### config.mk
export PLATFORM = sky130hd
export DESIGN_NAME = eth_fcs_pad
export DESIGN_NICKNAME = d
export VERILOG_FILES = /design/src/rtl/eth_fcs_pad.sv
export SDC_FILE = /design/constraint.sdc
export NUM_CORES = 1
export LEC_CHECK = 0
export CAP_MARGIN = 20
export CORE_MARGIN = 2
export CORE_UTILIZATION = 33
export CTS_CLUSTER_DIAMETER = 30
export DETAILED_ROUTE_END_ITERATION = 8
export GPL_TIMING_DRIVEN = 0
export PLACE_DENSITY = 0.6
export SYNTH_ARGS = -nofsm -noshare
export SYNTH_HDL_FRONTEND = slang
export SYNTH_SLANG_ARGS = --single-unit
### constraint.sdc
create_clock -name clk -period 8.5 [get_ports clk]
set_clock_uncertainty 0.05 [all_clocks]
set_input_delay 2.55 -clock clk [delete_from_list [all_inputs] [get_ports clk]]
set_output_delay 2.55 -clock clk [all_outputs]
set_load 0.03 [all_outputs]
### src/rtl/eth_fcs_pad.sv
// Ethernet TX tail stage: zero-pads short frames to MIN_FRAME bytes and appends the
// IEEE 802.3 FCS to a 32-bit MSB-lane-first byte stream behind a one-beat output register.
module eth_fcs_pad #(
    parameter int unsigned MIN_FRAME = 60,
    parameter logic [7:0]  PAD_BYTE  = 8'h00
) (
    input  logic        clk,
    input  logic        reset,
    input  logic [31:0] s_tdata,
    input  logic [3:0]  s_tkeep,
    input  logic        s_tvalid,
    input  logic        s_tlast,
    output logic        s_tready,
    output logic [31:0] m_tdata,
    output logic [3:0]  m_tkeep,
    output logic        m_tvalid,
    output logic        m_tlast,
    input  logic        m_tready,
    output logic [15:0] frames_sent
);

    localparam int unsigned CNT_W    = 16;
    localparam logic [31:0] CRC_POLY = 32'hEDB88320;
    localparam logic [31:0] CRC_INIT = 32'hFFFF_FFFF;

    typedef enum logic [2:0] {
        ST_IDLE,
        ST_DATA,
        ST_PAD,
        ST_FCS,
        ST_SPILL
    } state_t;

    // Reflected CRC-32 over the first nbytes lanes of word, lane [31:24] first.
    function automatic logic [31:0] crc_step(input logic [31:0] crc_in,
                                             input logic [31:0] word,
                                             input logic [2:0]  nbytes);
        logic [31:0] c;
        c = crc_in;
        for (int i = 0; i < 4; i++) begin
            if (3'(i) < nbytes) begin
                c = c ^ {24'h0, word[31-8*i -: 8]};
                for (int b = 0; b < 8; b++) begin
                    c = c[0] ? ((c >> 1) ^ CRC_POLY) : (c >> 1);
                end
            end
        end
        return c;
    endfunction

    // FCS goes out least-significant byte first, i.e. fcs[7:0] in the top lane.
    function automatic logic [31:0] fcs_lanes(input logic [31:0] f);
        return {f[7:0], f[15:8], f[23:16], f[31:24]};
    endfunction

    function automatic logic [3:0] keep_ones(input logic [2:0] k);
        case (k)
            3'd1:    return 4'b1000;
            3'd2:    return 4'b1100;
            3'd3:    return 4'b1110;
            default: return 4'b1111;
        endcase
    endfunction

    function automatic logic [CNT_W-1:0] sat16(input logic [CNT_W:0] v);
        return v[CNT_W] ? {CNT_W{1'b1}} : v[CNT_W-1:0];
    endfunction

    state_t             r_state;
    state_t             w_state_nxt;
    logic [31:0]        r_crc;
    logic [31:0]        w_crc_nxt;
    logic [31:0]        w_crc_calc;
    logic [CNT_W-1:0]   r_byte_cnt;
    logic [CNT_W-1:0]   w_cnt_nxt;
    logic [2:0]         r_spill_k;
    logic [2:0]         w_spill_k_nxt;

    logic               w_out_free;
    logic               w_in_frame;
    logic               w_accept;
    logic [2:0]         w_k;
    logic [3:0]         w_k_keep;
    logic [31:0]        w_k_mask;
    logic [31:0]        w_data_k;
    logic [31:0]        w_data_pad;
    logic [CNT_W:0]     w_len;
    logic [CNT_W:0]     w_len_up4;
    logic               w_short;

    logic [31:0]        w_feed_word;
    logic [2:0]         w_feed_n;

    logic               w_out_vld;
    logic [31:0]        w_out_data;
    logic [3:0]         w_out_keep;
    logic               w_out_last;

    assign w_out_free = !m_tvalid || m_tready;
    assign w_in_frame = (r_state == ST_IDLE) || (r_state == ST_DATA);
    assign s_tready   = !reset && w_out_free && w_in_frame;
    assign w_accept   = s_tvalid && s_tready;

    // Byte count of the current beat; only the last beat may be partial.
    always_comb begin
        w_k = 3'd4;
        if (s_tlast) begin
            case (s_tkeep)
                4'b1000: w_k = 3'd1;
                4'b1100: w_k = 3'd2;
                4'b1110: w_k = 3'd3;
                default: w_k = 3'd4;
            endcase
        end
    end

    assign w_k_keep   = keep_ones(w_k);
    assign w_k_mask   = {{8{w_k_keep[3]}}, {8{w_k_keep[2]}}, {8{w_k_keep[1]}}, {8{w_k_keep[0]}}};
    assign w_data_k   = s_tdata & w_k_mask;
    assign w_data_pad = w_data_k | ({4{PAD_BYTE}} & ~w_k_mask);
    assign w_len      = {1'b0, r_byte_cnt} + (CNT_W+1)'(w_k);
    assign w_len_up4  = (w_len + (CNT_W+1)'(3)) & ~(CNT_W+1)'(3);
    assign w_short    = w_len < (CNT_W+1)'(MIN_FRAME);

    // Bytes entering the CRC this cycle: kept data lanes, plus pad lanes when padding.
    always_comb begin
        w_feed_word = '0;
        w_feed_n    = '0;
        if (w_accept) begin
            if (!s_tlast) begin
                w_feed_word = s_tdata;
                w_feed_n    = 3'd4;
            end else if (w_short) begin
                w_feed_word = w_data_pad;
                w_feed_n    = 3'd4;
            end else begin
                w_feed_word = s_tdata;
                w_feed_n    = w_k;
            end
        end else if (r_state == ST_PAD && w_out_free) begin
            w_feed_word = {4{PAD_BYTE}};
            w_feed_n    = 3'd4;
        end
    end

    assign w_crc_calc = crc_step(r_crc, w_feed_word, w_feed_n);

    always_comb begin
        w_state_nxt   = r_state;
        w_crc_nxt     = r_crc;
        w_cnt_nxt     = r_byte_cnt;
        w_spill_k_nxt = r_spill_k;
        w_out_vld     = 1'b0;
        w_out_data    = '0;
        w_out_keep    = '0;
        w_out_last    = 1'b0;
        unique case (r_state)
            ST_IDLE, ST_DATA: begin
                if (w_accept) begin
                    w_out_vld  = 1'b1;
                    w_out_keep = 4'b1111;
                    w_crc_nxt  = w_crc_calc;
                    if (!s_tlast) begin
                        w_out_data  = s_tdata;
                        w_cnt_nxt   = sat16({1'b0, r_byte_cnt} + (CNT_W+1)'(4));
                        w_state_nxt = ST_DATA;
                    end else if (w_short) begin
                        w_out_data  = w_data_pad;
                        w_cnt_nxt   = w_len_up4[CNT_W-1:0];
                        w_state_nxt = (w_len_up4 < (CNT_W+1)'(MIN_FRAME)) ? ST_PAD : ST_FCS;
                    end else if (w_k == 3'd4) begin
                        w_out_data  = s_tdata;
                        w_cnt_nxt   = sat16(w_len);
                        w_state_nxt = ST_FCS;
                    end else begin
                        // Partial last word: leading FCS bytes fill the unused lanes.
                        w_out_data    = w_data_k | (fcs_lanes(~w_crc_calc) >> {w_k, 3'b000});
                        w_cnt_nxt     = sat16(w_len);
                        w_spill_k_nxt = w_k;
                        w_state_nxt   = ST_SPILL;
                    end
                end
            end
            ST_PAD: begin
                if (w_out_free) begin
                    w_out_vld  = 1'b1;
                    w_out_keep = 4'b1111;
                    w_out_data = {4{PAD_BYTE}};
                    w_crc_nxt  = w_crc_calc;
                    w_cnt_nxt  = r_byte_cnt + CNT_W'(4);
                    if ({1'b0, r_byte_cnt} + (CNT_W+1)'(4) >= (CNT_W+1)'(MIN_FRAME)) begin
                        w_state_nxt = ST_FCS;
                    end
                end
            end
            ST_FCS: begin
                if (w_out_free) begin
                    w_out_vld   = 1'b1;
                    w_out_keep  = 4'b1111;
                    w_out_last  = 1'b1;
                    w_out_data  = fcs_lanes(~r_crc);
                    w_crc_nxt   = CRC_INIT;
                    w_cnt_nxt   = '0;
                    w_state_nxt = ST_IDLE;
                end
            end
            ST_SPILL: begin
                if (w_out_free) begin
                    w_out_vld   = 1'b1;
                    w_out_keep  = keep_ones(r_spill_k);
                    w_out_last  = 1'b1;
                    w_out_data  = fcs_lanes(~r_crc) << {3'(3'd4 - r_spill_k), 3'b000};
                    w_crc_nxt   = CRC_INIT;
                    w_cnt_nxt   = '0;
                    w_state_nxt = ST_IDLE;
                end
            end
            default: w_state_nxt = ST_IDLE;
        endcase
    end

    always_ff @(posedge clk or posedge reset) begin
        if (reset) begin
            r_state     <= ST_IDLE;
            r_crc       <= CRC_INIT;
            r_byte_cnt  <= '0;
            r_spill_k   <= '0;
            m_tvalid    <= 1'b0;
            m_tdata     <= '0;
            m_tkeep     <= '0;
            m_tlast     <= 1'b0;
            frames_sent <= '0;
        end else begin
            r_state    <= w_state_nxt;
            r_crc      <= w_crc_nxt;
            r_byte_cnt <= w_cnt_nxt;
            r_spill_k  <= w_spill_k_nxt;
            if (w_out_free) begin
                m_tvalid <= w_out_vld;
                m_tdata  <= w_out_data;
                m_tkeep  <= w_out_keep;
                m_tlast  <= w_out_last;
            end
            if (m_tvalid && m_tready && m_tlast) begin
                frames_sent <= frames_sent + 16'd1;
            end
        end
    end

endmodule

# Word level (Yosys, flattened, before mapping)
# Cells that the tools add are included.
[word_totals] romBits=0 input_bits=41 memories=0 latchBits=0 register_bits=108 ramBits=0
[op_classes] n_mul=0 mux=78 n_addsub=6 order_cmp=7 bitwise=42 eq_ne=18 shift=2 n_reduce_logical=19 div=0
[ops] cell="2-to-1 mux 32 bit" n=46
[ops] cell="inverter 13 -> 14 bit" n=32
[ops] cell="case mux 32 bit (3 select lines)" n=2
[ops] cell="bitwise XOR 32 x 8 -> 32 bit" n=4
[ops] cell="2-to-1 mux 16 bit" n=7
[ops] cell="inverter 32 bit" n=2
[ops] cell="case mux 16 bit (3 select lines)" n=1
[ops] cell="2-to-1 mux 3 bit" n=12
[ops] cell="case mux 3 bit (3 select lines)" n=4
[ops] cell="< comparator 17 x 6 -> 1 bit (second input constant)" n=2
[ops] cell="bitwise AND 32 bit" n=1
[ops] cell="OR 32 bit" n=1
[ops] cell="<< shifter 32 x 6 -> 32 bit" n=1
[ops] cell="right shift 32 x 6 -> 32 bit" n=1
[ops] cell="equality test 3 x 2 -> 1 bit (second input constant)" n=6
[ops] cell="adder 16 x 3 -> 17 bit" n=1
[ops] cell="adder 16 x 3 -> 17 bit (second input constant)" n=1
[ops] cell="adder 17 x 2 -> 17 bit (second input constant)" n=1
[ops] cell="greater-or-equal comparator 17 x 6 -> 1 bit (second input constant)" n=1
[ops] cell="adder 16 x 1 -> 16 bit (second input constant)" n=1
[ops] cell="adder 16 x 3 -> 16 bit (second input constant)" n=1
[ops] cell="equality test 4 bit (second input constant)" n=3
[ops] cell="case mux 4 bit (3 select lines)" n=1
[ops] cell="equality test 3 x 1 -> 1 bit (second input constant)" n=3
[ops] cell="19 further kinds" n=37

# Logic depth before layout (Yosys ltp)
# Gate-level depths: netlist (run 1).
[logic_depth] word_depth=89 depth_mapped=30 mapped_depth_nobuf=27

# Least setup slack after synthesis (run 1)
# Ideal clock, no wire load.
[synth_path] kind="in2reg" from="in s_tlast" to="reg m_tdata[3]" stages=29 required_time_ps=8324 slack_ps=-746 arrival_ps=9070 path_cell_list="clkbuf_1 nand2_1 nor2_1 nand2_1 nand2_1 nand2_1 inv_1 ha_1 fa_1 a21oi_2 nor2_1 xnor2_1 nand4bb_4 or4_1 buf_2 and3_4 xnor3_1 a21oi_4 xor2_4 xnor2_1 xnor2_1 a21oi_2 xnor2_2 xor2_1 xnor2_1 xnor3_1 a31oi_1 o311ai_1 a221o_1"
[synth_between] elab_chain_cells=67 word_cells_on_any_way=99 classes_between="add/sub: 1; order compare: 5; eq/ne: 4; shift: 1; mux: 49; bitwise: 39"
[synth_lines] item="from (decl)" line_no="12" text="input logic s_tlast,"
[synth_lines] item="2-to-1 mux 3 bit (*)" line_no="107" text="if (s_tlast) begin"
[synth_lines] item="via w_k[0]" line_no="82" text="logic [2:0] w_k;"
[synth_lines] item="adder 16 x 3 -> 17 bit" line_no="121" text="assign w_len = {1'b0, r_byte_cnt} + (CNT_W+1)'(w_k);"
[synth_lines] item="< comparator 17 x 6 -> 1 bit" line_no="123" text="assign w_short = w_len < (CNT_W+1)'(MIN_FRAME);"
[synth_lines] item="2-to-1 mux 32 bit" line_no="133" text="end else if (w_short) begin"
[synth_lines] item="2-to-1 mux 32 bit" line_no="130" text="if (!s_tlast) begin"
[synth_lines] item="2-to-1 mux 32 bit" line_no="129" text="if (w_accept) begin"
[synth_lines] item="bitwise XOR 32 x 8 -> 32 bit" line_no="42" text="c = c ^ {24'h0, word[31-8*i -: 8]};"
[synth_lines] item="(+52 left out)"
[synth_lines] item="inverter 32 bit" line_no="177" text="w_out_data = w_data_k | (fcs_lanes(~w_crc_calc) >> {w_k, 3'b000});"
[synth_lines] item="right shift 32 x 6 -> 32 bit" line_no="177"
[synth_lines] item="OR 32 bit" line_no="177"
[synth_lines] item="2-to-1 mux 32 bit" line_no="171" text="end else if (w_k == 3'd4) begin"
[synth_lines] item="2-to-1 mux 32 bit (*)" line_no="167" text="end else if (w_short) begin"
[synth_lines] item="2-to-1 mux 32 bit (*)" line_no="163" text="if (!s_tlast) begin"
[synth_lines] item="2-to-1 mux 32 bit (*)" line_no="159" text="if (w_accept) begin"
[synth_lines] item="case mux 32 bit (3 select lines) (*)" line_no="157" text="unique case (r_state)"
[synth_lines] item="to (signal assigned)" line_no="240" text="m_tdata <= w_out_data;"
[synth_lines] item="to (decl)" line_no="14" text="output logic [31:0] m_tdata,"
# The timed path passes the listed nets; every way through them passes the cells marked *.
# A chain may end at the register's enable or synchronous reset.

# Worst setup path in the final report (run 1)
# Ends and elaborated chain as after synthesis.

==> results.md, run 1 <==
* FF/Latch Area at 0.002743 sq mm
* GR Util met2 at 46.48%
* HP Class: flip-flop to flip-flop
* Post-route ant nets at 0
* DR WL/cell at between 20 and 30 um
* Sequential cell area fraction in the yosys report at about a fifth
* Global-route track usage on met1 at 40.07%
* Ant diodes at 0
* Post-synth top flop: dfrtp_1
* Final WS setup at -0.3411 ns
* Most used routing layer: met2
* Routed WL at 61640 um
* Fraction of layout instances using a drive strength above 1 at 23.92%
* Critical Path Slowest Stage Cell: or4_4
* Post-synthesis cell area at 0.01290 sq mm
* Kind of critical path: input port to flip-flop
* Status: finished with violations
* NumNets Final at 1881
* Synth top area share at 14.80%
* Die height at between 200 and 250 um
* Initial antenna violation count at 0
* Net Count, Synth at ~1700
* Die W at 201.7 um
* CTS root buffer: clkbuf_16
* Area grow syn2layout at 34.12%
* Setup crit start kind: input port
* CP delay by family, top: simple AND/OR/NAND/NOR gates
* Post-synth EDFFs at 0
* Final Hold Violating Endpoints at 0
* CTS Buffer Depth at 2
* Area occupied by multi-input gates at 0.01104 sq mm
* Filler Cell Count at 3809
* Ys Warns at 0
* HPWL after DPL at 46380 um
* Setup-failing EPs final at 20
* Critical Path Sink Type: flip-flop
* Highest Clock Rate at 113.1 MHz
* Slew Viols, Final at 0
* Non-Filler Instances at 2353
* Worst rel slew slack at 25.71%
* Failing checks: setup timing
* Routed vias/inst at between 5 and 6
* Most frequent cell after synthesis: xnor2_1
* CP peak stage delay at 0.62 ns
* Gpl congestion at between 0.9 and 1
* # IOs at 96
* Vias in the first global route at 13130
* DRC at 0
* Die area at approximately 0.04 sq mm
* GRT Residual Overflow at 0
* Worst Tran Pin Value at about 1.1 ns
* Cts bufs inserted at 9
* Placed cell count at 2213
* Core Footprint at 0.03865 sq mm
* Fin crit share at 104.0%
* Synthesized area per cell at 8.019 sq um
* Most used cell, CP: buf_6
* Top cells by area, synth: xnor2_1 15%, dfrtp_1 15%, xor2_1 7.7%
* Bufs and invs on worst path at 7
* Syn Inst Count at approximately 1600
* GRT Util Overall at 29.23%
* Vias at between 10000 and 15000
* Met3 Use GR at 4.244%
* Largest area contributor in the netlist: xnor2_1
* Clk sink count at 108
* Critical Path AT at 9.04 ns
* Commonest cells post-synth: 218 x xnor2_1, 158 x nor2_1, 145 x nand2_1
* Yosys cell types at 94
* CTS HTree Levels at 3
* DR iter-0 viols at 1748
* Fin crit period at 8.841 ns
* Crit Path Max Fanout at 10
* Yosys reg bits at 108
* Ys async rst share at 100.0%
* RSZ-0062 raised after global routing: true
* Max_cap viols at 0
* CTS tree: built
* FP Rows at ~70
* Reg-to-reg setup timing slack at 1.63 ns
* Pre-antenna DRT Iters at 7
* Hold buffers post-CTS at 0
* Initial Utilization at between 30% and 40%
* Clock transition at path regs at roughly 0.080 ns
* First-pass GRT wire length at 88460 um
* Port bufs at between 80 and 90
* Critical Path RT at 8.70 ns
* Largest net degree at the start of global routing at 72
* Clk_lat worst skew at 0.37 ns
-- registers in the layout, indices dropped and copies added, names as in the netlist --
signal       flops
r_crc           32
r_byte_cnt      16
m_tkeep          4
m_tlast          1
frames_sent     16
m_tdata         32
m_tvalid         1
r_spill_k        3
r_state          3
-- worst register-to-register path, cell delays in order, from the launching register on --
cell      delay, ns
dfrtp_1        0.42
clkbuf_1       0.22
nor3b_1        0.89
nand2_1        0.48
o221ai_1       0.71
xor2_1         0.50
xnor3_2        0.49
a21o_1         0.20
nand3_4        0.15
xnor3_2        0.50
xnor2_1        0.18
mux2i_2        0.30
xnor2_2        0.15
buf_4          0.20
buf_6          0.17
xnor3_1        0.44
a31oi_1        0.24
o311ai_2       0.12
a221o_1        0.34
-- cell usage in the layout (no fill, tap or decap), types with 70 or more instances in the layout --
cell / count
xor2_1: 94
clkdlybuf4s50_1: 81
o21ai_0: 95
nor2_1: 150
dfrtp_1: 76
clkbuf_1: 70
buf_4: 111
a21oi_1: 117
nand2_1: 139
xnor2_1: 187
-- final timing paths --
kind                                 start               to  cells past startpoint
setup / recovery                   s_tlast       m_tdata[3]                     29
max in group asynchronous            reset        r_crc[19]                      3
hold / removal             frames_sent[15]  frames_sent[15]                      1
min in group asynchronous            reset   r_byte_cnt[10]                      2
setup reg to reg                r_state[2]       m_tdata[3]                     18
hold reg to reg            frames_sent[15]  frames_sent[15]                      1
-- logic make-up after synthesis --
logic type | synth area share (%)
flip-flops | 21.26
multiplexers | 4.344
buffers and inverters | 4.286
AO/OA/AOI/OAI | 23.24
adder cells (fa/ha/maj) | 1.028
XOR/XNOR | 28.52
AND/OR/NAND/NOR | 17.33
-- layer usage --
metal	wire length, um	vias up
met5	0	-
met4	3033	0
met1	25360	6930
met2	27600	770
met3	5647	156
li1	-	6129
-- layout make-up --
class	count	area share, %
timing repair buffer	210	11.39
clock buffer	11	1.345
multi-input combinational	1370	63.78
clock inverter	5	0.2458
inverter	14	0.3832
buffer	117	3.261
sequential	108	15.85
tap	518	3.745
-- through the flow --
step	hold WS [ns]	TNS, ns	utilization [%]	cell area [sq um]	setup slack, ns
6_report	0.4199	-2.222	44.77	17300	-0.3411
5_1_grt	0.4580	-6.618	44.77	17300	-0.4386
4_1_cts	0.4318	-0.3442	42.51	16430	-0.1250
3_5_place_dp	0.4185	-132.50	37.80	14610	-3.254
3_3_place_gp	0.4140	-135.07	37.72	14580	-3.288
2_1_floorplan	0.4548	-0.1076	-	13080	-0.06774
-- timing repair --
| item | in CTS | in global routing |
|---|---|---|
| resized for setup | 173 | 100 |
| pin swaps | 64 | 55 |
| setup buffers | 78 | 46 |
| endpoints found under the setup margin | 55 | 49 |
| cloned | 2 | 0 |
| hold endpoints to repair | 0 | 0 |
Power of run 1 is not shown: default switching activity piles up to over one toggle a cycle in this logic, so the estimate is an artifact.
==> run 2: changes to the inputs <==
--- a/config.mk
+++ b/config.mk
@@ -12,6 +12,7 @@
 export DETAILED_ROUTE_END_ITERATION = 8
 export GPL_TIMING_DRIVEN = 0
 export PLACE_DENSITY = 0.6
+export SKIP_LAST_GASP = 1
 export SYNTH_ARGS = -nofsm -noshare
 export SYNTH_HDL_FRONTEND = slang
 export SYNTH_SLANG_ARGS = --single-unit
==> results.md, run 2 (synthesis results as in run 1) <==
* Filler Cell Count at 3814 (+0.13%)
* Most common cell after layout, fill and taps aside: xnor2_1
* HP Start: frames_sent[15]
* Die W at 201.7 um (unchanged)
* Core Footprint at 0.03865 sq mm (unchanged)
* Ant diodes at 0 (unchanged)
* Clk sink count at 108 (unchanged)
* Pre-antenna DRT Iters at 6 (-1)
* Kind of critical path: input port to flip-flop
* Slew Viols, Final at 0 (unchanged)
* Initial antenna violation count at 0 (unchanged)
* FP Rows at 72 (unchanged)
* Area occupied by multi-input gates at 0.01100 sq mm (-0.32%)
* Fin crit period at 8.837 ns (-0.004524 ns)
* Critical Path AT at 9.03 ns (about the same)
* Area grow syn2layout at 33.81%
* CP delay by family, top: XOR/XNOR gates
* Min Hold Slack at 0.4199 ns (-0.000008000 ns)
* Critical Path RT at 8.70 ns (about the same)
* NumNets Final at 1881 (unchanged)
* Crit Path Max Fanout at 10 (unchanged)
* GRT Util Overall at 29.23% (unchanged)
* DRC at 0 (unchanged)
* Post-route ant nets at 0 (unchanged)
* Dpl ws at -3.254 ns (unchanged)
* Reg2reg path depth at 18 (unchanged)
* Cts bufs inserted at 9 (unchanged)
* Initial Utilization at 33.39% (unchanged)
* CP peak stage delay at 0.62 ns (about the same)
* FF/Latch Area at 0.002743 sq mm (unchanged)
* Vias at 14000 (+0.11%)
* # IOs at 96 (unchanged)
* GRT Residual Overflow at 0 (unchanged)
* Port bufs at 85 (unchanged)
* Status: finished with violations
* CTS HTree Levels at 3 (unchanged)
* Failing checks: setup timing
* Routed vias/inst at 5.950 (+0.11%)
* HPWL after DPL at 46380 um (unchanged)
* Gpl congestion at 0.9956 (unchanged)
* Min-Delay Path Depth at 1 (unchanged)
* Critical Path Sink Type: flip-flop
* Highest Clock Rate at 113.2 MHz (about the same)
* CTS root buffer: clkbuf_16
* Setup-failing EPs final at 22 (+10%)
* Fraction of layout instances using a drive strength above 1 at 23.71% (-0.22 points)
* Final WS setup at -0.3366 ns (+0.004524 ns)
* Final Hold Violating Endpoints at 0 (unchanged)
* Die area at 0.04070 sq mm (unchanged)
* DR iter-0 viols at 1816 (+3.9%)
* Vias in the first global route at 13130 (unchanged)
* Routed WL at 61640 um (about the same)
* Clock transition at path regs at 0.08 ns (about the same)
* R2R Path End: m_tdata[3]
* HP Class: flip-flop to flip-flop
* Critical Path Slowest Stage Cell: or4_4
* Worst rel slew slack at 25.87% (+0.15 points)
* Setup crit start kind: input port
* Worst hold path endpoint: frames_sent[15]
* Largest net degree at the start of global routing at 72 (unchanged)
* Reg-to-reg setup timing slack at 1.58 ns (-0.05 ns)
* Largest regs: m_tdata: 32 flops, r_crc: 32 flops
* RSZ-0062 raised after global routing: true
* Die height at 201.7 um (unchanged)
* CTS tree: built
* Hold buffers post-CTS at 0 (unchanged)
* Clk_lat worst skew at 0.36 ns (about the same)
* Most used cell, CP: buf_6
* Most frequent cells in the layout: 188 x xnor2_1, 150 x nor2_1, 139 x nand2_1
* CTS Buffer Depth at 2 (unchanged)
* First-pass GRT wire length at 88460 um (unchanged)
* Max_cap viols at 0 (unchanged)
* Layout Utilization at 44.67% (-0.10 points)
* DR WL/cell at 26.20 um (about the same)
* Bufs and invs on worst path at 7 (unchanged)
* Worst r2r src: r_state[2]
* Worst Tran Pin Value at 1.110 ns (+0.006932 ns)
* Fin crit share at 104.0% (about the same)
==> run 2: how the worst max path moves through the flow <==
stage / from / cells after the start / slack (ns) / end
after global routing: s_tlast / 30 / -0.43 / m_tdata[3]
after global placement: s_tkeep[2] / 27 / -3.29 / m_tdata[7]
after detailed placement: s_tkeep[2] / 27 / -3.25 / m_tdata[7]
final: s_tkeep[2] / 29 / -0.34 / m_tdata[3]
after floorplan: s_tlast / 29 / -0.07 / m_tdata[3]
after CTS: s_tlast / 29 / -0.12 / m_tdata[3]
==> run 2: repair_timing <==
item / CTS / global route
pin swaps: 64 / 55
endpoints found under the setup margin: 55 / 49
gates cloned: 2 / 0
setup buffers: 78 / 46
resized for setup: 173 / 92
==> run 2: cell type report <==
class / instances / share of cell area [%]
Buffer: 117 / 3.268
Clock buffer: 11 / 1.348
Clock inverter: 5 / 0.2464
Inverter: 14 / 0.3841
Multi-Input combinational cell: 1370 / 63.72
Sequential cell: 108 / 15.89
Tap cell: 518 / 3.754
Timing Repair Buffer: 210 / 11.39
==> run 2: per-stage QoR <==
step	cell area [sq um]	cells	setup TNS, ns
6_report	17270	2353	-2.475
2_1_floorplan	13080	1609	-0.1076
3_5_place_dp	14610	2213	-132.50
3_3_place_gp	14580	2212	-135.07
5_1_grt	17270	2353	-6.582
4_1_cts	16430	2308	-0.3442
==> run 2: worst register-to-register path: stages (launching register included) <==
cell and delay (ns):
dfrtp_1 0.42, clkbuf_1 0.23, nor3b_1 0.93, nand2_1 0.49, o221ai_1 0.72, xor2_1 0.49
xnor3_2 0.49, a21o_1 0.20, nand3_4 0.15, xnor3_2 0.51, xnor2_1 0.18, mux2i_2 0.29
xnor2_2 0.15, buf_4 0.20, buf_6 0.17, xnor3_1 0.44, a31oi_1 0.23, o311ai_2 0.12
a221o_1 0.34
==> run 2: routing by layer <==
layer	wire length (um)	GRT usage, %	share of wire (%)	up-vias
met5	0	0	0	-
met4	2962	11.19	4.8	0
met3	5520	4.244	9.0	148
met2	27620	46.48	45	782
met1	25550	40.07	41	6922
li1	-	-	-	6149
Power of run 2 is left out for the same reason.
==> patch: new RTL, config.mk and constraints of run 1 <==
The localparam `CNT_W` goes from 16 to 20.
--- a/src/rtl/eth_fcs_pad.sv
+++ b/src/rtl/eth_fcs_pad.sv
@@ -21,3 +21,3 @@
 
-    localparam int unsigned CNT_W    = 16;
+    localparam int unsigned CNT_W    = 20;
     localparam logic [31:0] CRC_POLY = 32'hEDB88320;
Check against the original RTL: not settled (the Yosys comparison gave no result); the edit may change what the design does.
==> patch against run 1 <==
  * The run still ends with setup timing left
  * Setup slack better by 0.081 ns
  * Worst hold slack better by 0.012 ns
  * Utilization up 1.1 points
  * Sequential cell count up 4
  * Area after synthesis up 5.0%
  * Routed wire length up 0.50%
  * Design area up 7.6%
  * Critical path depth unchanged
  * Non-clock buffer count up 35
  * Die area up 4.9%
  * Largest cell class unchanged
  * Highest routed layer is now met5
Power is not shown: default switching activity piles up to over one toggle a cycle in this logic, so the estimate is an artifact.
==> patch: results (changes against run 1) <==
.. list-table::
   :header-rows: 1

   * - Metric
     - Value
   * - Total Neg Setup Slack
     - -1.040 ns (was -2.222 ns)
   * - Portion of the post-synthesis area used by sequential elements
     - 20.98% (was 21.26%)
   * - Max Freq
     - 114.2 MHz (was 113.1 MHz)
   * - Regs by FF count
     - m_tdata (32), r_crc (32), r_byte_cnt (20) (was m_tdata (32), r_crc (32))
   * - Violation count after the first detailed-route iteration
     - 1599 (was 1748)
   * - Max incr delay on CP
     - 0.51 ns (was 0.62 ns)
   * - Layout filler cell count
     - 3802 (was 3809)
   * - Data arrival at the endpoint of the critical path
     - 8.93 ns (was 9.04 ns)
   * - Placed wire-length estimate after detailed placement
     - 45860 um (was 46380 um)
   * - Met3 layer usage reported by global route
     - 4.192% (was 4.244%)
   * - Standard cell area after detailed placement
     - 15470 sq um (was 14610 sq um)
   * - Count of nets after finishing
     - 1946 (was 1881)
   * - Global routing usage summed across all routing layers
     - 28.50% (was 29.23%)
   * - Number of nets produced by synthesis
     - 1704 (was 1660)
   * - Total of endpoints with negative setup slack in the final report
     - 14 (was 20)
   * - Final setup slack of the worst path
     - -0.2603 ns (was -0.3411 ns)
   * - Area taken by multi-input logic gates
     - 11810 sq um (was 11040 sq um)
   * - Average wire per standard cell
     - 25.46 um (was 26.20 um)
   * - Met1 GRT Util
     - 39.14% (was 40.07%)
   * - Failing checks
     - setup timing (unchanged)
   * - Ratio of cells with drive above 1 in the final layout
     - 27.47% (was 23.92%)
   * - Via total after detailed routing
     - 14530 (was 13990)
   * - Number of global-route vias before repair
     - 13950 (was 13130)
   * - Met2 track demand over resource in global routing
     - 44.16% (was 46.48%)
   * - Result of the run
     - finished, violations left (unchanged)
   * - Area contributors post-synth
     - dfrtp_1, xnor2_1, xor2_1, dfstp_2, a21oi_1 (was xnor2_1, dfrtp_1, xor2_1, dfstp_2, a21oi_1)
   * - Max stage delay cell, worst path
     - xnor3_2 (was or4_4)
   * - Global-route wire length before repair
     - 89640 um (was 88460 um)
-- patch: changes by cell type in the layout (fill, tap and decap cells not counted), sizes merged, moves of 15 or more --
| cell | before | now |
|---|---|---|
| a22oi | 11 | 26 |
| nor2 | 160 | 142 |
| clkbuf | 89 | 107 |
| buf | 168 | 186 |
| nand2 | 146 | 161 |
| xor2 | 123 | 106 |
| xnor2 | 226 | 208 |
| inv | 15 | 32 |
-- patch: routing by layer --
metal / share of wire, % / vias to the layer above
met5: 0.016 / -
met4: 5.4 / 2
met3: 9.2 / 193
met2: 44 / 863
met1: 42 / 7096
li1: - / 6376
-- patch: logic make-up (layout without fill, tap and decap cells) --
| logic type | after synthesis | count (layout) | share of synthesized area (%) |
|---|---|---|---|
| muxes | 54 | 54 | 4.552 |
| xor gates and xnor gates | 352 | 352 | 27.60 |
| adders and majority gates | 10 | 10 | 0.9788 |
| DFF | 112 | 112 | 20.98 |
| AOI/OAI and AO/OA | 480 | 480 | 23.99 |
| buffers and inverters | 161 | 408 | 4.783 |
| other | 0 | 1 | 0 |
| and+or+nand+nor | 484 | 484 | 17.12 |
-- patch: layout make-up --
| class | instances | share of cell area (%) |
|---|---|---|
| Antenna cell | 1 | 0.01343 |
| Buffer | 122 | 3.184 |
| Clock buffer | 11 | 1.249 |
| Clock inverter | 5 | 0.3493 |
| Inverter | 30 | 0.7120 |
| Multi-Input combinational cell | 1380 | 63.39 |
| Sequential cell | 112 | 15.26 |
| Tap cell | 532 | 3.574 |
| Timing Repair Buffer | 240 | 12.27 |
-- patch: path summary, 6_finish.rpt --
kind / depth (start not counted) / start / end
worst max register to register: 22 / r_crc[4] / m_tdata[1]
min in group asynchronous: 2 / reset / frames_sent[6]
worst max-delay path: 29 / s_tkeep[0] / m_tdata[14]
max in group asynchronous: 3 / reset / r_crc[22]
worst min-delay path: 2 / m_tkeep[3] / m_tkeep[3]
worst min register to register: 2 / m_tkeep[3] / m_tkeep[3]
-- patch: what timing repair did --
item                                    4_1_cts  5_1_grt
setup buffers                               105       50
endpoints found under the setup margin       61       53
gates resized for setup                     242      129
cloned                                        1        0
pin swaps                                    96       84
endpoints found under the hold margin         0        0
-- patch: metrics by stage --
| step | setup slack (ns) | hold WS [ns] | cells |
|---|---|---|---|
| after floorplan | -0.4405 | 0.4454 | 1653 |
| after global placement | -3.698 | 0.4124 | 2270 |
| after detailed placement | -3.710 | 0.4172 | 2272 |
| after CTS | -0.4526 | 0.4362 | 2391 |
| after global routing | -0.4038 | 0.4605 | 2432 |
| final | -0.2603 | 0.4322 | 2433 |
-- patch: worst min-delay path: cells and delay by family (launching register included) --
family / cells / cell delay (ns)
flip-flops: 1 / 0.35
AND/OR/NAND/NOR: 2 / 0.10
